**config.mk**
```make
export PLATFORM = sky130hd
export DESIGN_NAME = spw_tx_encoder
export DESIGN_NICKNAME = d
export VERILOG_FILES = /design/src/rtl/spw_pkg.sv /design/src/rtl/spw_tx_bitclk.sv /design/src/rtl/spw_tx_encoder.sv
export SDC_FILE = /design/constraint.sdc
export NUM_CORES = 1
export LEC_CHECK = 0
export ABC_AREA = 1
export BUFFER_PORTS_ARGS = -buffer_cell sky130_fd_sc_hd__buf_2
export CAP_MARGIN = 20
export CORE_MARGIN = 4
export CORE_UTILIZATION = 43
export CTS_CLUSTER_DIAMETER = 50
export DETAILED_ROUTE_END_ITERATION = 8
export GPL_TIMING_DRIVEN = 0
export PLACE_DENSITY = 0.62
export SETUP_SLACK_MARGIN = 0.2
export SYNTH_ARGS = -nofsm -noshare
export SYNTH_HDL_FRONTEND = slang
export SYNTH_HIERARCHICAL = 1
export SYNTH_SLANG_ARGS = --single-unit
export TNS_END_PERCENT = 1
```
**constraint.sdc**
```tcl
create_clock -name pclk -period 3.3 [get_ports pclk]
set_clock_uncertainty 0.1 [all_clocks]
set_input_delay 0.66 -clock pclk [delete_from_list [all_inputs] [get_ports pclk]]
set_output_delay 0.66 -clock pclk [all_outputs]
set_load 0.1 [all_outputs]
```
**src/rtl/spw_pkg.sv**
```systemverilog
// spw_pkg: SpaceWire transmit character constants and character builders
package spw_pkg;
    // control codes stored as {c1,c0}; c0 is the first code bit on the line
    localparam logic [1:0] C_FCT = 2'b00;
    localparam logic [1:0] C_EOP = 2'b10;
    localparam logic [1:0] C_EEP = 2'b01;
    localparam logic [1:0] C_ESC = 2'b11;
    localparam int LEN_CTRL = 4;
    localparam int LEN_NULL = 8;
    localparam int LEN_DATA = 10;
    localparam int LEN_TIME = 14;
    localparam int MAX_CREDIT = 56;
    localparam int CREDIT_STEP = 8;
    localparam int FCT_PEND_MAX = 7;
    typedef enum logic {IDLE, SHIFT} tx_state_e;
    typedef enum logic [2:0] {SEL_NONE, SEL_TIME, SEL_FCT, SEL_NCHAR, SEL_NULL} tx_sel_e;
    // bit0 is sent first; hist is the parity of the previous character's payload
    function automatic logic [3:0] ctrl_char(input logic hist, input logic [1:0] code);
        return {code, 1'b1, hist};
    endfunction
    function automatic logic [9:0] data_char(input logic hist, input logic [7:0] d);
        return {d, 1'b0, ~hist};
    endfunction
endpackage

```
**src/rtl/spw_tx_bitclk.sv**
```systemverilog
// spw_tx_bitclk: bit-period divider, one-cycle bit_tick every TX_DIV+1 cycles
module spw_tx_bitclk #(
    parameter int TX_DIV = 9
) (
    input  logic pclk,
    input  logic resetn,
    input  logic enable_tx,
    output logic bit_tick
);
    localparam int W = (TX_DIV < 1) ? 1 : $clog2(TX_DIV + 1);
    logic [W-1:0] div_q;
    assign bit_tick = resetn && enable_tx && (div_q == W'(TX_DIV));
    // free-running period counter, held at zero while the transmitter is off
    always_ff @(posedge pclk) begin
        if (!resetn || !enable_tx) div_q <= '0;
        else div_q <= bit_tick ? '0 : div_q + W'(1);
    end
endmodule

```
**src/rtl/spw_tx_encoder.sv**
```systemverilog
// spw_tx_encoder: SpaceWire character selection, parity and DS serialisation
module spw_tx_encoder
    import spw_pkg::*;
#(
    parameter int TX_DIV = 9,
    parameter int MAX_CREDIT = spw_pkg::MAX_CREDIT
) (
    input  logic       pclk,
    input  logic       resetn,
    input  logic       enable_tx,
    input  logic       send_null_tx,
    input  logic       send_fct_tx,
    input  logic       rx_got_fct,
    input  logic       fct_req,
    input  logic       tick_in,
    input  logic [7:0] time_in,
    input  logic       tx_valid,
    input  logic [8:0] tx_data,
    output logic       tx_ready,
    output logic       tx_credit_error,
    output logic [5:0] credit,
    output logic       dout,
    output logic       sout
);
    logic        bit_tick, clr, shift_on, nbit, credit_ovf;
    tx_state_e   state_q;
    tx_sel_e     sel;
    logic [13:0] sh_q, ld_vec;
    logic [3:0]  rem_q, ld_len;
    logic        dout_q, sout_q, hist_q, ld_hist, err_q, tpend_q, tpend_d;
    logic [5:0]  credit_q, credit_d;
    logic [6:0]  credit_add;
    logic [2:0]  fpend_q, fpend_d;
    logic [7:0]  time_q, time_d;

    spw_tx_bitclk #(.TX_DIV(TX_DIV)) u_bitclk (
        .pclk(pclk), .resetn(resetn), .enable_tx(enable_tx), .bit_tick(bit_tick)
    );

    assign clr = !resetn || !enable_tx;
    assign shift_on = (state_q == SHIFT) && (rem_q != 4'd0);
    assign sel = (!bit_tick || shift_on) ? SEL_NONE :
                 (tpend_q && send_fct_tx) ? SEL_TIME :
                 (fpend_q != 3'd0 && send_fct_tx) ? SEL_FCT :
                 (tx_valid && credit_q != 6'd0 && send_fct_tx) ? SEL_NCHAR :
                 send_null_tx ? SEL_NULL : SEL_NONE;
    assign tx_ready = (sel == SEL_NCHAR);
    assign nbit = shift_on ? sh_q[0] : ld_vec[0];

    // character image, length and resulting parity history for the selected char
    always_comb begin
        ld_vec = '0;
        ld_len = 4'd0;
        ld_hist = hist_q;
        case (sel)
            SEL_TIME: begin
                ld_vec = {data_char(1'b0, time_q), ctrl_char(hist_q, C_ESC)};
                ld_len = 4'(LEN_TIME);
                ld_hist = ^time_q;
            end
            SEL_FCT: begin
                ld_vec = {10'd0, ctrl_char(hist_q, C_FCT)};
                ld_len = 4'(LEN_CTRL);
                ld_hist = 1'b0;
            end
            SEL_NCHAR: begin
                ld_vec = tx_data[8] ? {10'd0, ctrl_char(hist_q, tx_data[0] ? C_EEP : C_EOP)}
                                    : {4'd0, data_char(hist_q, tx_data[7:0])};
                ld_len = tx_data[8] ? 4'(LEN_CTRL) : 4'(LEN_DATA);
                ld_hist = tx_data[8] ? 1'b1 : ^tx_data[7:0];
            end
            SEL_NULL: begin
                ld_vec = {6'd0, ctrl_char(1'b0, C_FCT), ctrl_char(hist_q, C_ESC)};
                ld_len = 4'(LEN_NULL);
                ld_hist = 1'b0;
            end
            default: ;
        endcase
    end

    // credit arithmetic: +8 unless it would overflow, -1 per N-char loaded
    assign credit_add = {1'b0, credit_q} + 7'(CREDIT_STEP);
    assign credit_ovf = rx_got_fct && (credit_add > 7'(MAX_CREDIT));
    assign credit_d = credit_q + ((rx_got_fct && !credit_ovf) ? 6'(CREDIT_STEP) : 6'd0)
                      - (tx_ready ? 6'd1 : 6'd0);
    assign fpend_d = (fct_req && sel != SEL_FCT && fpend_q != 3'(FCT_PEND_MAX)) ? fpend_q + 3'd1 :
                     (!fct_req && sel == SEL_FCT) ? fpend_q - 3'd1 : fpend_q;
    assign tpend_d = tick_in || (tpend_q && sel != SEL_TIME);
    assign time_d = tick_in ? time_in : time_q;

    // serialiser: load a new character or shift the current one on each bit tick
    always_ff @(posedge pclk) begin
        if (clr) begin
            state_q <= IDLE;
            sh_q <= '0;
            rem_q <= '0;
            dout_q <= 1'b0;
            sout_q <= 1'b0;
            hist_q <= 1'b0;
        end else if (bit_tick && (shift_on || sel != SEL_NONE)) begin
            state_q <= SHIFT;
            dout_q <= nbit;
            sout_q <= sout_q ^ (nbit == dout_q);
            sh_q <= shift_on ? sh_q >> 1 : ld_vec >> 1;
            rem_q <= shift_on ? rem_q - 4'd1 : ld_len - 4'd1;
            hist_q <= ld_hist;
        end else if (bit_tick) begin
            state_q <= IDLE;
        end
    end

    // credit, FCT and time-code bookkeeping
    always_ff @(posedge pclk) begin
        if (clr) begin
            credit_q <= '0;
            err_q <= 1'b0;
            fpend_q <= '0;
            tpend_q <= 1'b0;
            time_q <= '0;
        end else begin
            credit_q <= credit_d;
            err_q <= credit_ovf;
            fpend_q <= fpend_d;
            tpend_q <= tpend_d;
            time_q <= time_d;
        end
    end

    assign dout = dout_q;
    assign sout = sout_q;
    assign credit = credit_q;
    assign tx_credit_error = err_q;
endmodule
```
## Word level (Yosys, flattened, before mapping)

Cells that the tools add are included.

| operators by class | value |
|---|---|
| shifts and indexed selects | 0 |
| bitwise gates (word level) | 2 |
| $add $sub $neg | 8 |
| order comparisons | 1 |
| eq/ne operators | 9 |
| muxes and demuxes | 21 |
| multipliers | 0 |
| div/mod/pow operators | 0 |
| reductions and logical operators | 35 |

Operator list:

| cell | number |
|---|---|
| $pmux 14 s4 | 1 |
| $mux 3 | 7 |
| $pmux 4 s4 | 1 |
| $reduce_xor 8->1 | 2 |
| $logic_and 1x1->1 | 14 |
| $mux 13 | 1 |
| $mux 4 | 3 |
| $mux 10 | 1 |
| $reduce_bool 3->1 | 3 |
| $sub 4x1->4 const B | 2 |
| $add 6x4->7 const B | 1 |
| $gt 7x6->1 const B | 1 |
| $add 6x4->6 | 1 |
| $eq 3x2->1 const B | 2 |
| $reduce_bool 6->1 | 1 |
| $sub 6x1->6 | 1 |
| $logic_not 1->1 | 5 |
| $mux 1 | 5 |
| $add 4x1->4 const B | 1 |
| $eq 4x4->1 const B | 1 |
| $logic_or 1x1->1 | 4 |
| $reduce_bool 2->1 | 2 |
| $reduce_bool 4->1 | 1 |
| $reduce_or 2->1 | 2 |
| other kinds (13) | 13 |

| word-level totals | value |
|---|---|
| input port bits | 26 |
| RAM bits | 0 |
| bits in read-only memories | 0 |
| logic and storage cells | 88 |
| register bits after elaboration | 45 |
| memories kept | 0 |
| latch bits | 0 |
| output and inout port bits | 10 |

## Longest topological paths before layout

| depth | value |
|---|---|
| depth in word-level cells | 12 |
| gate-level depth with buffers | 16 |
| gate-level depth less buffers | 15 |

## Cells and area by module

Netlist, hierarchy kept.

By module, submodules not included:

| module | instances | cells an instance | seq. area each (um^2) | area an instance (um^2) |
|---|---|---|---|---|
| spw_tx_encoder | 1 | 306 | 800.8 | 2343.5 |
| spw_tx_bitclk | 1 | 23 | 80.1 | 185.2 |

## Worst setup path before layout

OpenSTA, ideal clock, no wires.

| timing path | value |
|---|---|
| path type | reg-to-reg |
| from | register credit_q[4] (netlist: credit[4]) |
| to | register credit_q[5] (netlist: credit[5]) |
| library setup time | 70 ps |
| arrival | 4277 ps |
| required time | 3130 ps |
| buffers on the path | 0 |
| stages on the path, launching flop included | 15 |
| path slack | -1147 ps |
| period minus slack after synthesis | 4447 ps |
| cell sequence | dfxtp_1 > inv_1 > ha_1 > nand3_2 > nand3_1 > nor3_2 > ha_1 > inv_1 > ha_1 > fa_1 > nand2_1 > nand2_1 > a21oi_1 > o21ai_0 > a21oi_1 |

| between the ends | value |
|---|---|
| longest elaborated chain between the ends | 10 |
| elaborated cells between the ends (all ways) | 17 |
| classes of those cells | add/sub: 3; order compare: 1; eq/ne: 1; mux: 6; reduce/logical: 6 |

Ends and longest elaborated chain:

| item | RTL line | text |
|---|---|---|
| from (decl) | spw_tx_encoder.sv:31 | `logic [5:0] credit_q, credit_d;` |
| from (signal assigned) | spw_tx_encoder.sv:121 | `credit_q <= credit_d;` |
| $reduce_bool 6->1 | spw_tx_encoder.sv:45 | `(tx_valid && credit_q != 6'd0 && send_fct_tx) ? SEL_NCHAR :` |
| $logic_and 1x1->1 (2 in a row) | spw_tx_encoder.sv:45 |  |
| $mux 3 | spw_tx_encoder.sv:45 |  |
| $mux 3 | spw_tx_encoder.sv:44 | `(fpend_q != 3'd0 && send_fct_tx) ? SEL_FCT :` |
| $mux 3 | spw_tx_encoder.sv:43 | `(tpend_q && send_fct_tx) ? SEL_TIME :` |
| $mux 3 | spw_tx_encoder.sv:42 | `assign sel = (!bit_tick \|\| shift_on) ? SEL_NONE :` |
| $eq 3x2->1 | spw_tx_encoder.sv:47 | `assign tx_ready = (sel == SEL_NCHAR);` |
| named net tx_ready | spw_tx_encoder.sv:19 | `output logic tx_ready,` |
| $mux 1 | spw_tx_encoder.sv:85 | `- (tx_ready ? 6'd1 : 6'd0);` |
| $sub 6x1->6 | spw_tx_encoder.sv:85 |  |

The timed path passes the listed nets, and every way through them passes these cells.
A chain may end at the register's enable or synchronous reset.

## Final worst setup path

| timing path | value |
|---|---|
| from | register u_bitclk.div_q[0] |
| to | output port tx_ready |

| between the ends | value |
|---|---|
| longest elaborated chain between the ends | 6 |

Ends and longest elaborated chain:

| item | RTL line | text |
|---|---|---|
| from (decl) | spw_tx_bitclk.sv:11 | `logic [W-1:0] div_q;` |
| from (signal assigned) | spw_tx_bitclk.sv:16 | `else div_q <= bit_tick ? '0 : div_q + W'(1);` |
| $eq 4x4->1 | spw_tx_bitclk.sv:12 | `assign bit_tick = resetn && enable_tx && (div_q == W'(TX_DIV));` |
| $logic_and 1x1->1 | spw_tx_bitclk.sv:12 |  |
| named net bit_tick | spw_tx_encoder.sv:25 | `logic bit_tick, clr, shift_on, nbit, credit_ovf;` |
| $logic_not 1->1 | spw_tx_encoder.sv:42 |  |
| $logic_or 1x1->1 | spw_tx_encoder.sv:42 |  |
| $mux 3 | spw_tx_encoder.sv:42 |  |
| $eq 3x2->1 | spw_tx_encoder.sv:47 |  |
| to (decl) | spw_tx_encoder.sv:19 |  |

The timed path passes the listed nets, and every way through them passes these cells.

==> results_tabular.tex <==
\begin{tabular}{lr}
\hline
Metric & Value \\
\hline
\multicolumn{2}{l}{\textbf{STA}} \\
Fin crit share & 0.829 \\
Accumulated negative setup slack & 0 ns \\
Final period demand of the worst path & 2.74 ns \\
Max frequency & 0.365 GHz \\
Final hold violation count & 0 \\
Final count of negative-setup-slack endpoints & 0 \\
Slew at the pin closest to its max-slew limit & 0.625 ns \\
RSZ-0062 raised after global routing & no \\
Headroom to the max-slew limit & 0.584 \\
Final Max Slew Viols & 0 \\
\multicolumn{2}{l}{\textbf{Synth}} \\
Largest area contributor in the netlist & sky130\_fd\_sc\_hd\_\_dfxtp\_1 \\
Share of async-settable or async-resettable flops after synthesis & 0 \\
Xor/xnor share of the synthesized area & 0.0589 \\
Synthesized-area fraction occupied by adder cells & 0.0802 \\
Number of flops mapped to enable cells by yosys & 0 \\
Portion of synthesized cell area occupied by the leading cell type & 0.348 \\
Syn Area/Cell & 7.69 µm² \\
Basic-gate share of the synthesized area counting and, or, nand and nor cells & 0.227 \\
Combinational family with the most area after synthesis & simple AND/OR/NAND/NOR gates \\
Dominant register cell in the synthesized netlist & sky130\_fd\_sc\_hd\_\_dfxtp\_1 \\
Cell with the most instances after synthesis & sky130\_fd\_sc\_hd\_\_nand2\_1 \\
Distinct cell type count of the synthesized netlist & 40 \\
Compound-cell area share of the yosys netlist & 0.191 \\
Leading post-synthesis cells by instance count & sky130\_fd\_sc\_hd\_\_nand2\_1, sky130\_fd\_sc\_hd\_\_dfxtp\_1, sky130\_fd\_sc\_hd\_\_inv\_1, sky130\_fd\_sc\_hd\_\_a21oi\_1, sky130\_fd\_sc\_hd\_\_o21ai\_0 \\
Synth Instances & between 300 and 400 \\
Flip-flop and latch count after synthesis & 44 \\
Warnings from Yosys & 6 \\
Sequential share of the synthesized area & 0.348 \\
Leading cell types by total area after synthesis & sky130\_fd\_sc\_hd\_\_dfxtp\_1, sky130\_fd\_sc\_hd\_\_nand2\_1, sky130\_fd\_sc\_hd\_\_a21oi\_1, sky130\_fd\_sc\_hd\_\_ha\_1, sky130\_fd\_sc\_hd\_\_inv\_1 \\
Post-synthesis instance area & 0.00253 mm² \\
Multiplexer share of the synthesized area & 0.00396 \\
Synth Net Count & 370 \\
\multicolumn{2}{l}{\textbf{Placement}} \\
Placed standard-cell area & 0.00285 mm² \\
PortBufs & 34 \\
Routability cong. & between 0.8 and 0.9 \\
Placed Cells & 435 \\
Half-perimeter wire length of the detailed placement result & approximately 4.2 mm \\
\multicolumn{2}{l}{\textbf{Clocking}} \\
Total clock buffers created by CTS & 5 \\
Root buf cell & sky130\_fd\_sc\_hd\_\_clkbuf\_8 \\
Number of clock sinks seen by CTS & 44 \\
H-tree levels & 2 \\
Cells resized by post-CTS repair & 0 \\
Number of hold buffers added after CTS & 0 \\
TritonCTS clock tree & built \\
Clock Tree Buf Depth & 2 \\
Clock transition at the registers of the reported paths & 0.08 ns \\
Post-CTS Repair Setup Buffers & 0 \\
Clock insertion delay at the later pin of the skew report & $\sim$0.30 ns \\
\multicolumn{2}{l}{\textbf{Global route}} \\
Vias in the first global route & $\sim$2000 \\
First-pass GRT wire length & approximately 9 mm \\
Global route overflow & 0 \\
Pin count of the biggest net entering global routing & 14 \\
Overall track demand over capacity in global routing & 0.158 \\
Initial antenna violation count & 0 \\
\multicolumn{2}{l}{\textbf{Cells and area}} \\
Final std cells w/o fill & about 440 \\
Number of antenna cells inserted & 0 \\
Fraction of layout instances using a drive strength above 1 & 0.251 \\
Design area & 0.00295 mm² \\
Core Util, Final & 0.525 \\
Number of nets at the end of the flow & slightly above 400 \\
Area added between synthesis and finish & 16.5\% \\
\multicolumn{2}{l}{\textbf{Detailed routing}} \\
WL per Instance & 12.4 µm \\
DR iter-0 viols & between 60 and 70 \\
Residual antenna-violating net count after detailed routing & 0 \\
Iteration count of the initial detailed-routing pass & 4 \\
Overall routed net length & 5.49 mm \\
Drt drc & 0 \\
Vias after detailed routing & 2198 \\
Routed vias/inst & 4.96 \\
\multicolumn{2}{l}{\textbf{Die}} \\
Starting density of the core & 0.451 \\
DIE AREA & around 0.007 mm² \\
Die width & 84.7 µm \\
I/O pin total & 36 \\
Row count & 27 \\
Height of the die & roughly 85 µm \\
Core outline area & 0.00561 mm² \\
\multicolumn{2}{l}{\textbf{Worst setup path}} \\
Setup crit start kind & register \\
Number of buffers and inverters on the critical path & 1 \\
Required time at the endpoint of the critical path & 2.54 ns \\
Critical path endpoint category & primary output \\
Largest fanout on the critical path & 6 \\
Longest individual stage delay on the worst path & approximately 0.49 ns \\
Crit path arrival time & between 1.5 and 2 ns \\
Delay-heaviest family, CP & simple AND/OR/NAND/NOR gates \\
Max stage delay cell, worst path & sky130\_fd\_sc\_hd\_\_buf\_2 \\
Type of the setup path with the least slack & register to primary output \\
Worst path cell trace & ha\_1, nand2\_2, nor2\_4, nand2\_4, nor3\_4, buf\_2 \\
\multicolumn{2}{l}{\textbf{Outcome}} \\
Status & finished clean \\
\multicolumn{2}{l}{\textbf{Power and ir drop}} \\
PwrDens & 358 mW/mm² \\
Static Leakage & $\sim$1.3 nW \\
Peak VDD IR & 0.225 mV \\
Post-layout power & about 0.0011 W \\
\multicolumn{2}{l}{\textbf{Flow run}} \\
Maximum capacitance violations & 0 \\
\multicolumn{2}{l}{\textbf{Worst hold path}} \\
Worst hold path class & register to register \\
\hline
\end{tabular}
[cell type report]
type                    instances  area [µm²]
fillers                       580        2660
inverters                      45         175
plain buffers                   9        57.6
clock inverters                 1        6.26
well taps                      72        90.1
clock buffers                   7        86.3
multi-input cells             231        1460
flip-flops and latches         44         901
repair buffers                 34         170
[through the flow]
stage | hold slack, ns | setup slack [ns]
after floorplan | 0.339 | -0.0120
after global placement | 0.352 | 0.426
after detailed placement | 0.358 | 0.423
after CTS | 0.371 | 0.529
after global routing | 0.390 | 0.433
final | 0.370 | 0.564
[worst register-to-register path, delay by kind of cell, from the launching register on]
kind / cells / cell delay (ns)
adder cells (fa/ha/maj): 4 / 0.97
AND/OR/NAND/NOR: 6 / 0.72
flip-flops: 1 / 0.40
AO/OA/AOI/OAI: 3 / 0.32
buffers and inverters: 1 / 0.04
[layout by cell type, fill, tap and decap left out, drive strengths merged]
master,count
nand2,63
nor2,30
a211oi,3
a31oi,3
o21ai,25
clkbuf,11
fa,2
dfxtp,44
clkinv,2
a22oi,3
inv,44
a32oi,1
buf,39
ha,13
nand3b,2
xnor2,13
or2,1
nand3,11
a22o,3
nor3,3
mux2i,1
nand4,7
xor2,4
a21oi,43
[sequential cells by signal, summed over array words and instances (netlist names)]
register / flops
state_q: 1
fpend_q: 3
dout: 1
rem_q: 4
tx_credit_error: 1
u_bitclk/div_q: 4
time_q: 8
sh_q: 13
sout: 1
tpend_q: 1
hist_q: 1
credit: 6
[worst paths after layout]
kind | slack, ns | depth (start not counted) | start | to
worst max-delay path | 0.56 | 6 | u_bitclk/div_q[0] | tx_ready
worst min register to register | 0.37 | 2 | sh_q[12] | sh_q[12]
worst min-delay path | 0.37 | 2 | sh_q[12] | sh_q[12]
worst max register to register | 0.67 | 14 | u_bitclk/div_q[0] | credit[5]
[where the power goes]
group	switching, W	internal, W
logic	0.0000913	0.0000553
clock network	0.000189	0.000171
registers	0.0000112	0.000538
[layer usage]
metal / vias to the layer above / part of all wire / GRT usage
met5: - / 0 / 0
met4: 0 / 0.014 / 0.0432
met3: 7 / 0.042 / 0.0363
met2: 40 / 0.47 / 0.271
met1: 991 / 0.47 / 0.199
li1: 1160 / - / -
[cell families after synthesis]
group                      after synthesis
adders and majority gates               15
buffers and inverters                   54
AOI/OAI and AO/OA                       81
DFF                                     44
xor gates and xnor gates                17
muxes                                    1
and+or+nand+nor                        117
(Power assumes the default switching activity.)
